**config.mk**
```make
export PLATFORM = sky130hd
export DESIGN_NAME = pipe_trace_unit
export DESIGN_NICKNAME = d
export VERILOG_FILES = /design/src/rtl/pipe_trace_pkg.sv /design/src/rtl/pipe_trace_unit_ring.sv /design/src/rtl/pipe_trace_unit.sv
export SDC_FILE = /design/constraint.sdc
export NUM_CORES = 2
export LEC_CHECK = 0
export ABC_CLOCK_PERIOD_IN_PS = 15100
export CAP_MARGIN = 10
export CORE_ASPECT_RATIO = 0.75
export CORE_UTILIZATION = 56
export CTS_CLUSTER_DIAMETER = 50
export CTS_CLUSTER_SIZE = 14
export DETAILED_ROUTE_END_ITERATION = 6
export MAX_ROUTING_LAYER = met4
export PLACE_DENSITY = 0.76
export SYNTH_ARGS = -nofsm -noshare
export SYNTH_HDL_FRONTEND = slang
export SYNTH_SLANG_ARGS = --single-unit
```
**constraint.sdc**
```tcl
create_clock -name clk -period 15.1 [get_ports clk]
set_input_delay 1.51 -clock clk [delete_from_list [all_inputs] [get_ports clk]]
set_output_delay 1.51 -clock clk [all_outputs]
set_load 0.01 [all_outputs]
```
**src/rtl/pipe_trace_pkg.sv**
```systemverilog
// Shared definitions for the retirement-trace profiler: decoder constants,
// instruction classes, FSM states, the fixed part of a trace entry and the classifier.
package pipe_trace_pkg;

   localparam logic [5:0] OP_RTYPE = 6'd0;
   localparam logic [5:0] OP_J     = 6'd2;
   localparam logic [5:0] OP_BEQ   = 6'd4;
   localparam logic [5:0] OP_JR    = 6'd8;
   localparam logic [5:0] OP_ANDI  = 6'd12;
   localparam logic [5:0] OP_LW    = 6'd35;
   localparam logic [5:0] OP_SW    = 6'd43;

   localparam logic [5:0] FN_SLL   = 6'd0;
   localparam logic [5:0] FN_HI    = 6'd10;
   localparam logic [5:0] FN_LO    = 6'd12;
   localparam logic [5:0] FN_MULTU = 6'd25;
   localparam logic [5:0] FN_ADD   = 6'd32;
   localparam logic [5:0] FN_SUB   = 6'd34;
   localparam logic [5:0] FN_AND   = 6'd36;
   localparam logic [5:0] FN_OR    = 6'd37;

   typedef enum logic [3:0] {
      CLS_ADD   = 4'd0,
      CLS_SUB   = 4'd1,
      CLS_AND   = 4'd2,
      CLS_OR    = 4'd3,
      CLS_SLL   = 4'd4,
      CLS_NOP   = 4'd5,
      CLS_MULTU = 4'd6,
      CLS_HI    = 4'd7,
      CLS_LO    = 4'd8,
      CLS_LW    = 4'd9,
      CLS_SW    = 4'd10,
      CLS_BEQ   = 4'd11,
      CLS_J     = 4'd12,
      CLS_JR    = 4'd13,
      CLS_ANDI  = 4'd14,
      CLS_OTHER = 4'd15
   } cls_e;

   typedef enum logic [1:0] {
      ST_IDLE = 2'd0,
      ST_RUN  = 2'd1,
      ST_DONE = 2'd2
   } state_e;

   // Width-independent part of a trace entry; PC, write data and cycle stamp are
   // parameter-sized and packed alongside it by the top level.
   typedef struct packed {
      logic [31:0] instr;
      cls_e        cls;
   } trace_tag_t;

   function automatic cls_e classify(input logic [31:0] instr);
      logic [5:0] op;
      logic [5:0] fn;
      cls_e       c;
      op = instr[31:26];
      fn = instr[5:0];
      c  = CLS_OTHER;
      if (op == OP_RTYPE) begin
         case (fn)
            FN_ADD:   c = CLS_ADD;
            FN_SUB:   c = CLS_SUB;
            FN_AND:   c = CLS_AND;
            FN_OR:    c = CLS_OR;
            FN_SLL:   c = (instr[25:11] == 15'd0) ? CLS_NOP : CLS_SLL;
            FN_MULTU: c = CLS_MULTU;
            FN_HI:    c = CLS_HI;
            FN_LO:    c = CLS_LO;
            default:  c = CLS_OTHER;
         endcase
      end else begin
         case (op)
            OP_LW:   c = CLS_LW;
            OP_SW:   c = CLS_SW;
            OP_BEQ:  c = CLS_BEQ;
            OP_J:    c = CLS_J;
            OP_JR:   c = CLS_JR;
            OP_ANDI: c = CLS_ANDI;
            default: c = CLS_OTHER;
         endcase
      end
      return c;
   endfunction

endpackage

```
**src/rtl/pipe_trace_unit_ring.sv**
```systemverilog
// Circular trace store: DEPTH entries of W bits with read/write pointers, fill count,
// full-buffer overwrite-or-drop policy and a sticky overflow flag.
module trace_ring #(
   parameter int DEPTH = 16,
   parameter int W     = 8,
   parameter int WRAP  = 1
) (
   input  logic         clk,
   input  logic         rst,
   input  logic         clear,
   input  logic         push,
   input  logic [W-1:0] push_data,
   input  logic         pop,
   output logic         rd_valid,
   output logic [W-1:0] rd_data,
   output logic         overflow
);

   localparam int PW = $clog2(DEPTH);

   logic [W-1:0]  mem [DEPTH];
   logic [PW-1:0] wr_ptr;
   logic [PW-1:0] rd_ptr;
   logic [PW:0]   count;
   logic          full;
   logic          do_pop;
   logic          we;

   assign rd_valid = (count != '0);
   assign rd_data  = mem[rd_ptr];
   assign full     = (count == (PW+1)'(DEPTH));
   assign do_pop   = pop && rd_valid;
   // A full buffer still accepts a write when the head leaves on the same edge
   // or when overwriting the oldest entry is allowed.
   assign we       = push && !clear && (!full || do_pop || (WRAP != 0));

   always_ff @(posedge clk) begin
      if (we) mem[wr_ptr] <= push_data;
   end

   always_ff @(posedge clk or negedge rst) begin
      if (!rst) begin
         wr_ptr   <= '0;
         rd_ptr   <= '0;
         count    <= '0;
         overflow <= 1'b0;
      end else if (clear) begin
         wr_ptr   <= '0;
         rd_ptr   <= '0;
         count    <= '0;
         overflow <= 1'b0;
      end else if (push && full && !do_pop) begin
         overflow <= 1'b1;
         if (WRAP != 0) begin
            wr_ptr <= wr_ptr + 1'b1;
            rd_ptr <= rd_ptr + 1'b1;
         end
      end else begin
         if (push)   wr_ptr <= wr_ptr + 1'b1;
         if (do_pop) rd_ptr <= rd_ptr + 1'b1;
         if (push && !do_pop)      count <= count + 1'b1;
         else if (do_pop && !push) count <= count - 1'b1;
      end
   end

endmodule

```
**src/rtl/pipe_trace_unit.sv**
```systemverilog
// Retirement-trace and instruction-class profiler sitting beside the pipeline:
// run-control FSM with cycle budget, classifier, saturating class counters, trace ring.
//
// state   | meaning
// IDLE    | after reset, nothing captured, counters frozen
// RUN     | capturing retirements, cycle_cnt advancing
// DONE    | stopped by stop or budget, counters frozen, ring still drainable
module pipe_trace_unit
   import pipe_trace_pkg::*;
#(
   parameter int DEPTH      = 16,
   parameter int DATA_W     = 32,
   parameter int CNT_W      = 32,
   parameter int MAX_CYCLES = 200,
   parameter int WRAP       = 1
) (
   input  logic              clk,
   input  logic              rst,
   input  logic              start,
   input  logic              stop,
   input  logic              ret_valid,
   input  logic [DATA_W-1:0] ret_pc,
   input  logic [31:0]       ret_instr,
   input  logic [DATA_W-1:0] ret_wd,
   output logic              rd_valid,
   input  logic              rd_ready,
   output logic [DATA_W-1:0] rd_pc,
   output logic [31:0]       rd_instr,
   output logic [DATA_W-1:0] rd_wd,
   output logic [CNT_W-1:0]  rd_cycle,
   output logic [3:0]        rd_class,
   input  logic [3:0]        cnt_sel,
   output logic [CNT_W-1:0]  cnt_val,
   output logic [CNT_W-1:0]  cycle_cnt,
   output logic              running,
   output logic              done,
   output logic              overflow
);

   localparam int TAG_W = $bits(trace_tag_t);
   localparam int ENT_W = 2*DATA_W + CNT_W + TAG_W;
   localparam logic [CNT_W-1:0] BUDGET = CNT_W'(MAX_CYCLES);

   state_e           state;
   logic [CNT_W-1:0] cls_cnt [16];
   logic [CNT_W-1:0] cycle_nxt;
   logic             budget_hit;
   logic             capture;
   cls_e             cap_cls;
   trace_tag_t       cap_tag;
   trace_tag_t       head_tag;
   logic [ENT_W-1:0] push_data;
   logic [ENT_W-1:0] head_data;

   assign cap_cls    = classify(ret_instr);
   // start clears on its edge, so a retirement on that same edge is not kept
   assign capture    = (state == ST_RUN) && ret_valid && !start;
   assign cycle_nxt  = cycle_cnt + 1'b1;
   assign budget_hit = (MAX_CYCLES != 0) && (cycle_nxt == BUDGET);

   always_ff @(posedge clk or negedge rst) begin
      if (!rst) begin
         state     <= ST_IDLE;
         cycle_cnt <= '0;
      end else if (start) begin
         state     <= ST_RUN;
         cycle_cnt <= '0;
      end else if (state == ST_RUN) begin
         cycle_cnt <= cycle_nxt;
         if (stop || budget_hit) state <= ST_DONE;
      end
   end

   always_ff @(posedge clk or negedge rst) begin
      if (!rst) begin
         for (int i = 0; i < 16; i++) cls_cnt[i] <= '0;
      end else if (start) begin
         for (int i = 0; i < 16; i++) cls_cnt[i] <= '0;
      end else if (capture && (cls_cnt[cap_cls] != '1)) begin
         cls_cnt[cap_cls] <= cls_cnt[cap_cls] + 1'b1;
      end
   end

   assign cnt_val = cls_cnt[cnt_sel];
   assign running = (state == ST_RUN);
   assign done    = (state == ST_DONE);

   assign cap_tag   = '{instr: ret_instr, cls: cap_cls};
   assign push_data = {ret_pc, ret_wd, cycle_cnt, cap_tag};

   trace_ring #(
      .DEPTH (DEPTH),
      .W     (ENT_W),
      .WRAP  (WRAP)
   ) u_ring (
      .clk       (clk),
      .rst       (rst),
      .clear     (start),
      .push      (capture),
      .push_data (push_data),
      .pop       (rd_ready),
      .rd_valid  (rd_valid),
      .rd_data   (head_data),
      .overflow  (overflow)
   );

   assign {rd_pc, rd_wd, rd_cycle, head_tag} = head_data;
   assign rd_instr = head_tag.instr;
   assign rd_class = head_tag.cls;

endmodule

```
==> metrics.md <==
| Metric | Value |
|---|---|
| Status | finished with violations |
| Failing checks | DRC |
| HP Start | u_ring.overflow$_DFFE_PN0P_ |
| Die Y-Extent | 389 um |
| IO Pins | 306 |
| Residual DRC | 84 |
| Min cycle time layout | 9.96 ns |
| Setup_tns | 0 ns |
| Final setup viols | 0 |
| Setup slack, reg-to-reg | 9.89 ns |
| CP Max Fanout | 89 |
| Synth top area share | 56.6% |
| Area Overhead vs Synth | 10.8% |
| Lkg Pwr | 42.4 nW |
| Core Region | 198000 um2 |
| Routed wire length | 304000 um |
| Routed WL per cell | 31.1 um |
| Routability Congestion | 0.954 |
| CTS Hold Bufs | 0 |
| Slowest CP cell | a31oi_4 |
| Worst Hold Class | reg -> reg |
| Synth top cells by count | edfxtp_1 (2112), dfrtp_1 (560), mux2i_1 (521) |
| Hold Path Stages | 2 |
| Number of synthesized flops with an enable pin | 2112 |
| CTS tree | yes |
| Clock tree buffer depth | 3 |
| Slowest Stage Delay on Critical Path | 1.14 ns |
| Cells after Synth | 6799 |
| Starting Density | 56.6% |
| RSZ-0062 raised after global routing | false |
| Die X | 518 um |
| Cts repair resizes | 0 |
| Setup crit end kind | flop |
| Area of the multi-input gates | 32500 um2 |
| Initial antenna violation count | 25 |
| CP dominant cell by count | buf_4 |
| Grt total ovfl | 0 |
| Clk_skew | 0.0693 ns |
| CP cell instances | clkdlybuf4s50_1, nor4_1, and4_1, nand3_1, a41o_4, inv_8, buf_4, buf_4, mux2i_1, a32o_1, a221oi_1, and3_1, nand4_2, or3_4, o31a_2, buf_4, a31oi_4, a22o_1 |
| Filler instances | 13604 |
| Iter 0 DRT Violations | 9076 |
| Buf/Inv on CP | 5 |
| Clk slew on worst S/H paths | 0.06 ns |
| Critical path depth | 18 |
| Pwr dens | 134 nW/um2 |
| Worst setup path class | in -> reg |
| Via density | 6.88 |
| Fmax | 0.100 GHz |
| #FFs+latches synth | 2672 |
| Die area | 202000 um2 |
| Slew of the pin with the lowest slew margin | 1.33 ns |
| MaxCap Viol Count | 0 |
| Port bufs | 305 |
| Drt first pass iters | 7 |
| Via Count | 67208 |
| Clk root buf | clkbuf_16 |
| Total Routing Usage GR | 30.8% |
| Post-Syn Nets | 6916 |
| Clock Latency Late Sink | 0.88 ns |
| YS warnings | 0 |
| Top-count cell post-synth | edfxtp_1 |
| Startpoint types | input port |
| Reg-to-Reg Start | cls_cnt[230]$_DFFE_PN0P_ |
| Final net count | 7097 |
| Asr flop ratio synth | 21.0% |
| R2R cell count | 10 |
| Max VDD drop | 0.145 mV |
| Prevailing post-synth register cell | edfxtp_1 |
| CTS sink count | 2672 |
| CTS H-tree depth | 4 |
| Synth area leader | edfxtp_1 |
| CP Data Arrival Time | 10.71 ns |
| Period Utilization, post-route | 66.0% |
| Reg2reg end | cls_cnt[449]$_DFFE_PN0P_ |
| Post-synth cell types | 88 |
| Syn Area/Cell | 16.5 um2 |
| Clock buffer count from CTS | 217 |
| Sequential share of the synthesized area | 69.2% |
| Post-layout util | 62.7% |
| Hold Path End | u_ring.overflow$_DFFE_PN0P_ |
| Storage element area | 77400 um2 |
| Layout cell share with drive strength beyond 1 | 15.3% |
| Antenna Violating Nets Remaining | 0 |
| Slew headroom | 11.2% |
| Largest net degree at the start of global routing | 172 |
| DPL Wire Length | 167000 um |
| Critical Path RT | 15.85 ns |
| # rows | 141 |
| CP top delay family | buffers and inverters |
| Mapped cell area | 112000 um2 |
| Vias in the first global route | 65241 |
| Slew Viols, Final | 0 |
| First-pass GRT wire length | 442000 um |
| Setup Buffers After CTS | 0 |
| Endpoints failing hold | 0 |
| Synth area leaders | edfxtp_1 (57%), dfrtp_1 (13%), mux4_2 (8.7%), mux2i_1 (4.7%), o21ai_0 (1.5%) |
## power breakdown
group | internal (mW) | switching, mW | leakage [nW]
clock network | 2.69 | 2.59 | 3.02
logic | 1.49 | 1.74 | 12.4
registers | 7.99 | 0.0773 | 27.0
## kinds of logic (layout without fill, tap and decap cells)
family	after synthesis	after routing	share of synthesized area (%)
flops	2672	2672	69.2
compound gates	1464	1464	9.22
mux	1091	1091	14.8
simple gates	967	967	4.03
buf+inv	525	818	2.15
xor+xnor	69	69	0.540
fa+ha+maj	11	11	0.130
other cells	0	31	0
## stage by stage
step                      power (mW)  cells  hold WS [ns]  area (um2)  setup WS [ns]
after floorplan                 10.3   6799         0.464      112000           3.18
after global placement          11.4   9399         0.480      118000           4.81
after detailed placement        11.4   9402         0.489      118000           4.64
after CTS                       16.6   9733         0.506      124000           5.51
after global routing            17.1   9755         0.526      124000           5.01
final                           16.6   9768         0.507      124000           5.14
## metal layers
layer | wire length, um | global-route usage [%] | vias to the layer above
li1 | - | - | 27637
met1 | 120000 | 43.0 | 34703
met2 | 136000 | 44.0 | 4280
met3 | 38600 | 9.13 | 588
met4 | 9070 | 9.17 | 0
met5 | 0 | - | -
## cell usage in the layout (no fill, tap or decap), types with 11 or more instances in the layout
| cell type | Yosys | routed |
|---|---|---|
| and3_1 | 62 | 62 |
| nor4_1 | 15 | 13 |
| a22o_1 | 168 | 168 |
| clkbuf_16 | 0 | 219 |
| mux2_2 | 136 | 136 |
| o21ai_0 | 334 | 334 |
| o2bb2ai_1 | 176 | 176 |
| clkdlybuf4s50_1 | 0 | 299 |
| or2_2 | 11 | 11 |
| a221oi_1 | 136 | 136 |
| xnor2_2 | 0 | 12 |
| buf_4 | 27 | 139 |
| nor2_1 | 172 | 163 |
| a22oi_1 | 151 | 151 |
| a211oi_1 | 104 | 104 |
| edfxtp_1 | 2112 | 2112 |
| nor3_1 | 29 | 23 |
| and2_4 | 0 | 12 |
| nor2b_1 | 11 | 11 |
| dfrtp_1 | 560 | 556 |
| nand2b_1 | 13 | 13 |
| a21oi_1 | 260 | 257 |
| a32oi_1 | 41 | 41 |
| clkbuf_1 | 285 | 71 |
| xnor2_1 | 30 | 18 |
| mux4_2 | 434 | 434 |
| inv_1 | 27 | 26 |
| clkinv_2 | 0 | 11 |
| mux2i_1 | 521 | 521 |
| diode_2 | 0 | 31 |
| xor2_1 | 39 | 36 |
| nand3_1 | 103 | 103 |
| or3_1 | 11 | 11 |
| a31oi_1 | 19 | 17 |
| nand2_1 | 438 | 435 |
| nand4_1 | 40 | 40 |
## final cells by class
type | count | share of cell area [%]
tap | 2645 | 2.67
inverter | 32 | 0.103
clock inverter | 38 | 0.388
sequential | 2672 | 62.4
multi-input combinational | 3602 | 26.2
clock buffer | 293 | 4.67
timing repair buffer | 455 | 3.50
antenna | 31 | 0.0625
## worst reg2reg max path: stages (launching register included)
cell and delay (ns):
dfrtp_1 0.41, nand2_1 0.08, nand3_1 0.15, nand4_1 0.10, nor2_1 0.60, nand3_1 0.71
or3_4 0.62, o31a_2 0.57, buf_4 0.42, a31oi_4 1.15, a22o_1 0.30
## worst max-delay path by stage
stage	from	end	slack, ns
final	ret_instr[0]	cls_cnt[449]$_DFFE_PN0P_	5.14
after global routing	ret_instr[0]	cls_cnt[449]$_DFFE_PN0P_	5.01
after CTS	ret_instr[0]	cls_cnt[449]$_DFFE_PN0P_	5.51
after detailed placement	ret_instr[0]	cls_cnt[452]$_DFFE_PN0P_	4.64
after global placement	ret_instr[28]	cls_cnt[489]$_DFFE_PN0P_	4.81
after floorplan	ret_valid	u_ring.mem[14][0]$_DFFE_PP_	3.18
## state kept, by name, indices dropped and copies added (netlist names)
register         cells
u_ring.wr_ptr        4
u_ring.rd_ptr        4
u_ring.overflow      1
cls_cnt            512
u_ring.mem        2112
cycle_cnt           32
u_ring.count         5
state                2
(Power assumes the default switching activity.)
